## config.mk

```make
export PLATFORM = sky130hd
export DESIGN_NAME = multi_chan_delay_line
export DESIGN_NICKNAME = d
export VERILOG_FILES = /design/src/rtl/multi_chan_delay_line.sv
export SDC_FILE = /design/constraint.sdc
export NUM_CORES = 1
export LEC_CHECK = 0
export CAP_MARGIN = 30
export CORE_ASPECT_RATIO = 1.2
export CORE_UTILIZATION = 56
export DETAILED_ROUTE_END_ITERATION = 8
export PLACE_DENSITY = 0.79
export SYNTH_ARGS = -nofsm -noshare
export SYNTH_HDL_FRONTEND = slang
export SYNTH_SLANG_ARGS = --single-unit
```

## constraint.sdc

```tcl
create_clock -name clk -period 10.7 [get_ports clk]
set_input_delay 2.14 -clock clk [delete_from_list [all_inputs] [get_ports clk]]
set_output_delay 2.14 -clock clk [all_outputs]
set_load 0.03 [all_outputs]
```

## src/rtl/multi_chan_delay_line.sv

```systemverilog
// multi_chan_delay_line: per-channel programmable cycle delay, transport (exact history)
// or inertial (passes only values held stable for the configured number of samples).
module multi_chan_delay_line #(
    parameter int CHANNELS = 2,
    parameter int WIDTH = 2,
    parameter int MAX_DELAY = 16,
    parameter int DEFAULT_DELAY = 1,
    localparam int DW = $clog2(MAX_DELAY + 1)
) (
    input  logic                      clk,
    input  logic                      rst_n,
    input  logic [CHANNELS*WIDTH-1:0] in_data,
    input  logic                      cfg_load,
    input  logic [CHANNELS*DW-1:0]    cfg_delay,
    input  logic [CHANNELS-1:0]       cfg_mode,
    output logic [CHANNELS*WIDTH-1:0] out_data,
    output logic [CHANNELS-1:0]       out_valid
);
    localparam int AW = $clog2(MAX_DELAY);
    localparam logic [DW-1:0] ONE = DW'(1);
    localparam logic [DW-1:0] MAXD = DW'(MAX_DELAY);
    localparam logic [DW-1:0] DEFD = DW'(DEFAULT_DELAY);
    localparam logic [DW:0] MAXW = (DW + 1)'(MAX_DELAY);

    logic [AW-1:0] wp_q, wp_d;
    logic [DW-1:0] fill_q, fill_d;

    always_comb begin
        wp_d = wp_q == AW'(MAX_DELAY - 1) ? '0 : wp_q + 1'b1;
        fill_d = fill_q == MAXD ? fill_q : fill_q + ONE;
    end

    always_ff @(posedge clk) begin
        if (!rst_n) begin
            wp_q <= '0;
            fill_q <= '0;
        end else begin
            wp_q <= wp_d;
            fill_q <= fill_d;
        end
    end

    for (genvar c = 0; c < CHANNELS; c++) begin : g_ch
        logic [DW-1:0] req, delay_q, delay_d, cnt_q, cnt_d;
        logic mode_q, mode_d, valid_q, valid_d;
        logic [WIDTH-1:0] smp, prev_q, out_q, out_d;
        logic [WIDTH-1:0] mem_q [MAX_DELAY];
        logic [DW:0] rd_raw;
        logic [AW-1:0] rd;

        assign smp = in_data[c*WIDTH +: WIDTH];
        assign req = cfg_delay[c*DW +: DW];

        // A freshly loaded config already governs the read made at its own load edge.
        always_comb begin
            delay_d = !cfg_load ? delay_q : req == '0 ? ONE : req > MAXD ? MAXD : req;
            mode_d = cfg_load ? cfg_mode[c] : mode_q;
            cnt_d = (mode_d != mode_q || smp != prev_q) ? ONE :
                    cnt_q >= delay_d ? delay_d : cnt_q + ONE;
            rd_raw = (DW + 1)'(wp_q) + MAXW - {1'b0, delay_d};
            rd = AW'(rd_raw >= MAXW ? rd_raw - MAXW : rd_raw);
            out_d = mode_d ? (cnt_d == delay_d ? smp : out_q) : mem_q[rd];
            valid_d = fill_d >= delay_d;
        end

        always_ff @(posedge clk) begin
            if (!rst_n) begin
                delay_q <= DEFD;
                mode_q <= 1'b0;
                cnt_q <= '0;
                prev_q <= '0;
                out_q <= '0;
                valid_q <= 1'b0;
            end else begin
                delay_q <= delay_d;
                mode_q <= mode_d;
                cnt_q <= cnt_d;
                prev_q <= smp;
                out_q <= out_d;
                valid_q <= valid_d;
            end
        end

        always_ff @(posedge clk) begin
            if (rst_n) mem_q[wp_q] <= smp;
        end

        assign out_data[c*WIDTH +: WIDTH] = out_q;
        assign out_valid[c] = valid_q;
    end
endmodule

```

==> results.yml, run 1 <==
worst_setup_path:
  rr_endpoint: "g_ch[0].out_q[1]"
  critical_path.endpoint_type: "register"
  critPathCapture: "g_ch[0].out_q[1]"
  critical_path.max_fanout: 24
  worstSetupStartpoint: "cfg_load"
  reg2reg_depth: 10
  cp_data_required_time_ns: 10.98
  reg2reg_slack_ns: 7.53
  timing.setup.critical_path_class: "primary input to register"
  kind_of_start_point_of_the_critical_path: "primary input"
  worst_path_arrival_ns: 6.35
  critical_path.reg2reg.startpoint: "g_ch[0].delay_q[0]"
die:
  core_sq_um: 9130
  die_width_um: 90.8
  core_rows: 38
  io-pin-count: 25
  die_height_um: 109
  floorplan.initialDensity_pct: 58.0
  die_area_sq_um: 9850
final_layout:
  stdcell_count: 569
  filler_cell_count: 701
  antenna-diode-count: 0
  fraction_of_layout_instances_using_a_drive_strength_above_1_pct: 12.2
  area.growth.synth_to_final_pct: 8.93
  nNetsFinal: 489
sta:
  rsz0062_at_grt: "no"
  final.setup.tns_ns: 0
  final.period_utilization_pct: 56.8
  final_max_slew_viol_count: 0
  final_count_of_negative_setup_slack_endpoints: 0
  final.min_clock_period_ns: 6.08
  final_hold_violation_count: 0
  max_slew_margin_pct: 31.9
  timing_worst_slew_pin_value_ns: 1.02
  fmax_ghz: 0.165
  final.setup_skew_ns: 0.0153
yosys:
  synthesis.area_sq_um: 5300
  synthTopCellsByArea: "sky130_fd_sc_hd__edfxtp_1 36%, sky130_fd_sc_hd__dfxtp_1 15%, sky130_fd_sc_hd__mux4_2 6.4%"
  synthesis.nets: 470
  synthesis.instances: 425
  yosys_warnings: 0
  synth.distinct_cells: 74
  synth_top_area_share_pct: 36.3
  synth_top_area_cell: "sky130_fd_sc_hd__edfxtp_1"
  synth.ff_latch_count: 105
  synthFlopType: "sky130_fd_sc_hd__edfxtp_1"
  async_reset_ff_share_pct: 0
  synth_edf_count: 64
  synth-seq-area-share_pct: 51.8
  yosysMostFrequentCell: "sky130_fd_sc_hd__edfxtp_1"
  syn_avg_cell_area_sq_um: 12.5
  ys_top_cells_by_count: "64 x sky130_fd_sc_hd__edfxtp_1, 49 x sky130_fd_sc_hd__nor2_1, 41 x sky130_fd_sc_hd__dfxtp_1"
global_routing:
  grt_start_max_net_pins: 25
  grt_antenna_before_repair: 0
  global_route.overflow_total: 0
  grt_pass1_wl_mm: 16.4
  number_of_global_route_vias_before_repair: 3411
  grt_usage_pct: 21.7
clock_tree:
  postCtsSetupRepairBufs: 0
  cts-buffers-inserted: 9
  worst_setup_hold_path_clk_slew_ns: 0.10
  cts_tree: "done"
  maximum_clock_insertion_buffer_count: 2
  htreeDepth: 3
  clock_latency_ns: 0.38
  clockRootBuffer: "sky130_fd_sc_hd__clkbuf_8"
  cts_num_sinks: 105
  hold_buffers: 0
  cts.repair.resized: 0
drt:
  via_count: 3359
  route.detailed.wl_per_inst_um: 17.3
  route.final.wire_length_mm: 9.82
  drt_iter0_markers: 146
  detail_route.drc_violations: 0
  antenna_left: 0
  detail_route.vias_per_cell: 5.90
  firstDrtPassIters: 4
place:
  last_weighted_congestion_value_of_the_routability_driven_placer: 0.825
  hpwl_mm: 7.16
  i_o_buffers: 24
  place.detailed.instances: 553
hold_path:
  hold_class: "register to register"
  number_of_instances_on_the_worst_hold_path: 2
pwr:
  power.ir.vdd_worst_mv: 0.100
  p_per_area_nw_per_um2: 152
  fin_total_pwr_mw: 0.877
  p_leak_nw: 2.10
run_status:
  outcome: "finished, final reports clean"
flow_run:
  timing.max_cap.violations: 0
## per-layer routing
metal,GRT usage (%),vias to the layer above,wire [um]
met5,0,-,0
met4,7.26,0,115
met3,4.92,10,428
met2,39.0,90,5150
met1,25.8,1641,4130
li1,-,1618,-
## kinds of logic (layout without fill, tap and decap cells)
logic type | after synthesis | count (layout) | synth area share [%]
compound gates | 72 | 72 | 11.1
fa+ha+maj | 31 | 31 | 7.23
xor+xnor | 25 | 25 | 4.28
simple gates | 124 | 124 | 11.9
buf+inv | 33 | 57 | 3.14
mux | 35 | 35 | 10.6
flops | 105 | 105 | 51.8
## registers in the layout (all words and copies together), names as in the netlist
| signal | flops |
|---|---|
| g_ch.mem_q | 64 |
| g_ch.delay_q | 10 |
| fill_q | 5 |
| g_ch.mode_q | 2 |
| g_ch.cnt_q | 10 |
| wp_q | 4 |
| g_ch.out_q | 4 |
| g_ch.prev_q | 4 |
| g_ch.valid_q | 2 |
## report_power, final
part / switching, mW / internal, mW / total (mW)
sequential: 0.00923 / 0.443 / 0.452
combinational: 0.101 / 0.0927 / 0.194
clock: 0.142 / 0.0888 / 0.231
total: 0.252 / 0.624 / 0.877
## worst max-delay path: stages
cell and delay [ns]:
sky130_fd_sc_hd__clkdlybuf4s50_1 1.14, sky130_fd_sc_hd__inv_1 0.39, sky130_fd_sc_hd__a2bb2oi_2 0.44, sky130_fd_sc_hd__inv_1 0.13, sky130_fd_sc_hd__fa_1 0.43, sky130_fd_sc_hd__xnor2_1 0.17, sky130_fd_sc_hd__xnor2_2 0.46, sky130_fd_sc_hd__mux4_1 0.61
sky130_fd_sc_hd__mux2i_1 0.16, sky130_fd_sc_hd__a31oi_1 0.10, sky130_fd_sc_hd__o211a_1 0.15
## metrics by stage
stage	hold slack (ns)	instance area, sq um	util [%]	worst slack [ns]
after floorplan	0.502	5300	-	5.70
after global placement	0.537	5590	61.2	4.35
after detailed placement	0.560	5590	61.2	4.26
after CTS	0.583	5770	63.2	4.65
after global routing	0.624	5770	63.2	4.30
final	0.582	5770	63.2	4.62
## placed cells by master (no fill, tap or decap), types with 9 or more instances in the layout
master                            Yosys  routed
sky130_fd_sc_hd__clkbuf_8             1       9
sky130_fd_sc_hd__nand2_1             17      17
sky130_fd_sc_hd__mux2i_1             15      15
sky130_fd_sc_hd__clkdlybuf4s50_1      0      24
sky130_fd_sc_hd__nor2_1              49      49
sky130_fd_sc_hd__dfxtp_1             41      41
sky130_fd_sc_hd__edfxtp_1            64      64
sky130_fd_sc_hd__mux4_2              15      15
sky130_fd_sc_hd__inv_1               16      16
sky130_fd_sc_hd__xnor2_1             15      15
sky130_fd_sc_hd__xor2_1               9       9
sky130_fd_sc_hd__a21oi_1             14      14
sky130_fd_sc_hd__ha_1                25      25
sky130_fd_sc_hd__nand3_1             10      10
sky130_fd_sc_hd__and2_1              10      10
## worst min path at each step
stage	startpoint	end	slack (ns)
4_1_cts	g_ch[1].delay_q[4]	g_ch[1].delay_q[4]	0.58
6_report	g_ch[1].delay_q[4]	g_ch[1].delay_q[4]	0.58
5_1_grt	g_ch[1].delay_q[4]	g_ch[1].delay_q[4]	0.62
3_5_place_dp	g_ch[1].delay_q[4]	g_ch[1].delay_q[4]	0.56
3_3_place_gp	g_ch[0].delay_q[1]	g_ch[0].delay_q[1]	0.54
2_1_floorplan	g_ch[0].delay_q[1]	g_ch[0].delay_q[1]	0.50
## area by class of cell
type | instances | area [sq um] | area share [%]
flip-flops and latches | 105 | 2740 | 47.5
multi-input cells | 287 | 2390 | 41.4
repair buffers | 25 | 248 | 4.29
well taps | 120 | 150 | 2.60
clock buffers | 9 | 124 | 2.15
inverters | 16 | 60.1 | 1.04
clock inverters | 7 | 57.6 | 0.997
Power figures use the tool's default switching activity.
==> inputs of run 2 (changes only) <==
==> constraint.sdc (replaced) <==
create_clock -name clk -period 5.6 [get_ports clk]
set_input_delay 1.12 -clock clk [delete_from_list [all_inputs] [get_ports clk]]
set_output_delay 1.12 -clock clk [all_outputs]
set_load 0.03 [all_outputs]
==> results.yml, run 2 (synthesis gave the netlist of run 1 again) <==
final_layout:
  regMostFlops: "g_ch.mem_q"
  mostFrequentLayoutCell: "sky130_fd_sc_hd__edfxtp_1"
  nNetsFinal: 494
  commonest_cells_after_routing_fill_and_taps_aside: "64 x sky130_fd_sc_hd__edfxtp_1, 49 x sky130_fd_sc_hd__nor2_1, 41 x sky130_fd_sc_hd__dfxtp_1"
  fraction_of_layout_instances_using_a_drive_strength_above_1_pct: 13.2
  top_registers: "g_ch.mem_q (64), g_ch.cnt_q (10), g_ch.delay_q (10)"
  antenna-diode-count: 0
  area.growth.synth_to_final_pct: 9.68
  largest_reg_flops: 64
clock_tree:
  clock_latency_ns: 0.36
  clockRootBuffer: "sky130_fd_sc_hd__clkbuf_8"
  cts_num_sinks: 105
  maximum_clock_insertion_buffer_count: 2
  cts_tree: "done"
  hold_buffers: 0
  cts-buffers-inserted: 9
  worst_setup_hold_path_clk_slew_ns: 0.11
  htreeDepth: 3
  cts.repair.resized: 0
  postCtsSetupRepairBufs: 0
global_routing:
  number_of_global_route_vias_before_repair: 3476
  grt_start_max_net_pins: 21
  grt_pass1_wl_mm: 16.8
  grt_antenna_before_repair: 0
  grt_usage_pct: 22.0
  global_route.overflow_total: 0
pwr:
  power.share.clock_pct: 26.4
  p_leak_nw: 2.12
  power.ir.vdd_worst_mv: 0.151
  internal_power_of_the_cells_mw: 1.20
  fin_total_pwr_mw: 1.68
  switching_share_pct: 29.0
  p_per_area_nw_per_um2: 290
  part_of_the_power_in_registers_pct: 51.3
  comb_power_share_pct: 22.3
  netSwitchingPower_mw: 0.488
worst_setup_path:
  path_common_cell: "sky130_fd_sc_hd__inv_1"
  reg2reg_depth: 10
  critical_path.reg2reg.startpoint: "g_ch[0].delay_q[0]"
  critical_path.max_fanout: 18
  rr_endpoint: "g_ch[0].out_q[1]"
  kind_of_start_point_of_the_critical_path: "primary input"
  critical_path.endpoint_type: "register"
  timing.setup.critical_path_class: "primary input to register"
  cp_data_required_time_ns: 5.87
  reg2reg_slack_ns: 2.49
  worst_path_arrival_ns: 4.64
  critPathSlowestCell: "sky130_fd_sc_hd__clkdlybuf4s50_1"
  critical_path.cell_chain: "clkdlybuf4s50_1, buf_4, inv_1, a2bb2oi_2, inv_1, fa_1, xnor2_1, xnor2_2, mux4_1, mux2i_1, a31oi_1, o211a_1"
  critical-path-max-stage-delay_ns: 0.66
sta:
  whs_ns: 0.583
  final_hold_violation_count: 0
  final.setup.tns_ns: 0
  worst_slack_ns: 1.23
  timing_worst_slew_pin_value_ns: 0.729
  rsz0062_at_grt: "no"
  final.setup_skew_ns: 0.0183
  final.period_utilization_pct: 78.0
  final_count_of_negative_setup_slack_endpoints: 0
  max_slew_margin_pct: 51.3
  fmax_ghz: 0.229
  final.min_clock_period_ns: 4.37
  final_max_slew_viol_count: 0
die:
  die_area_sq_um: 9850
  floorplan.initialDensity_pct: 58.0
  die_height_um: 109
  io-pin-count: 25
  core_rows: 38
  core_sq_um: 9130
  die_width_um: 90.8
flow_run:
  timing.max_cap.violations: 0
drt:
  via_count: 3394
  route.final.wire_length_mm: 10.3
  drt_iter0_markers: 189
  antenna_left: 0
  detail_route.vias_per_cell: 5.91
  detail_route.drc_violations: 0
  firstDrtPassIters: 7
  route.detailed.wl_per_inst_um: 17.9
place:
  hpwl_mm: 7.43
  dpl_worst_slack_ns: 0.817
  last_weighted_congestion_value_of_the_routability_driven_placer: 0.879
  i_o_buffers: 24
hold_path:
  hold_class: "register to register"
  holdPathEnd: "g_ch[1].delay_q[4]"
  hp-start: "g_ch[1].delay_q[4]"
  number_of_instances_on_the_worst_hold_path: 2
run_status:
  outcome: "finished, final reports clean"
## run 2: changes by cell type in the layout (fill, tap and decap cells not counted), sizes merged
cell,change
buf,+5
inv,-2
clkinv,+2
## run 2: how the worst max path moves through the flow
stage                        start               end  slack [ns]  cells past startpoint
final                     cfg_load  g_ch[0].out_q[1]        1.23                     12
after global routing      cfg_load  g_ch[0].out_q[1]         1.0                     12
after CTS                 cfg_load  g_ch[0].out_q[1]        1.20                     12
after detailed placement  cfg_load  g_ch[0].out_q[1]        0.82                     12
after global placement    cfg_load  g_ch[0].out_q[1]        0.86                     12
after floorplan           cfg_load  g_ch[0].out_q[1]        1.62                     13
## run 2: through the flow
step                      utilization, %  cell area (sq um)  cells
after floorplan                        -               5300    425
after global placement              61.6               5630    558
after detailed placement            61.6               5630    558
after CTS                           63.7               5810    574
after global routing                63.7               5810    574
final                               63.7               5810    574
## run 2: power by group through the flow
stage	combinational (mW)	clock (mW)	sequential, mW
3_5_place_dp	0.374	0	0.882
5_1_grt	0.410	0.482	0.867
6_report	0.376	0.445	0.864
4_1_cts	0.376	0.451	0.864
2_1_floorplan	0.273	0	0.890
3_3_place_gp	0.362	0	0.880
## run 2: worst max-delay path, delay by kind of cell
kind	cells	cell delay, ns
AOI/OAI and AO/OA	3	0.46
muxes	2	0.76
xor gates and xnor gates	2	0.63
buffers and inverters	4	1.26
adders and majority gates	1	0.41
## run 2: cell type report
class	count	area (sq um)
fill	713	3320
sequential	105	2740
multi-input combinational	287	2390
timing repair buffer	30	285
tap	120	150
clock buffer	9	124
clock inverter	7	60.1
inverter	16	60.1
## run 2: metal layers
layer	vias to the layer above	track usage [%]	share of wire (%)	wire [um]
li1	1626	-	-	-
met3	19	3.59	5.2	532
met2	110	38.4	51	5250
met1	1639	27.1	41	4270
met5	-	0	0	0
met4	0	9.75	2.4	251
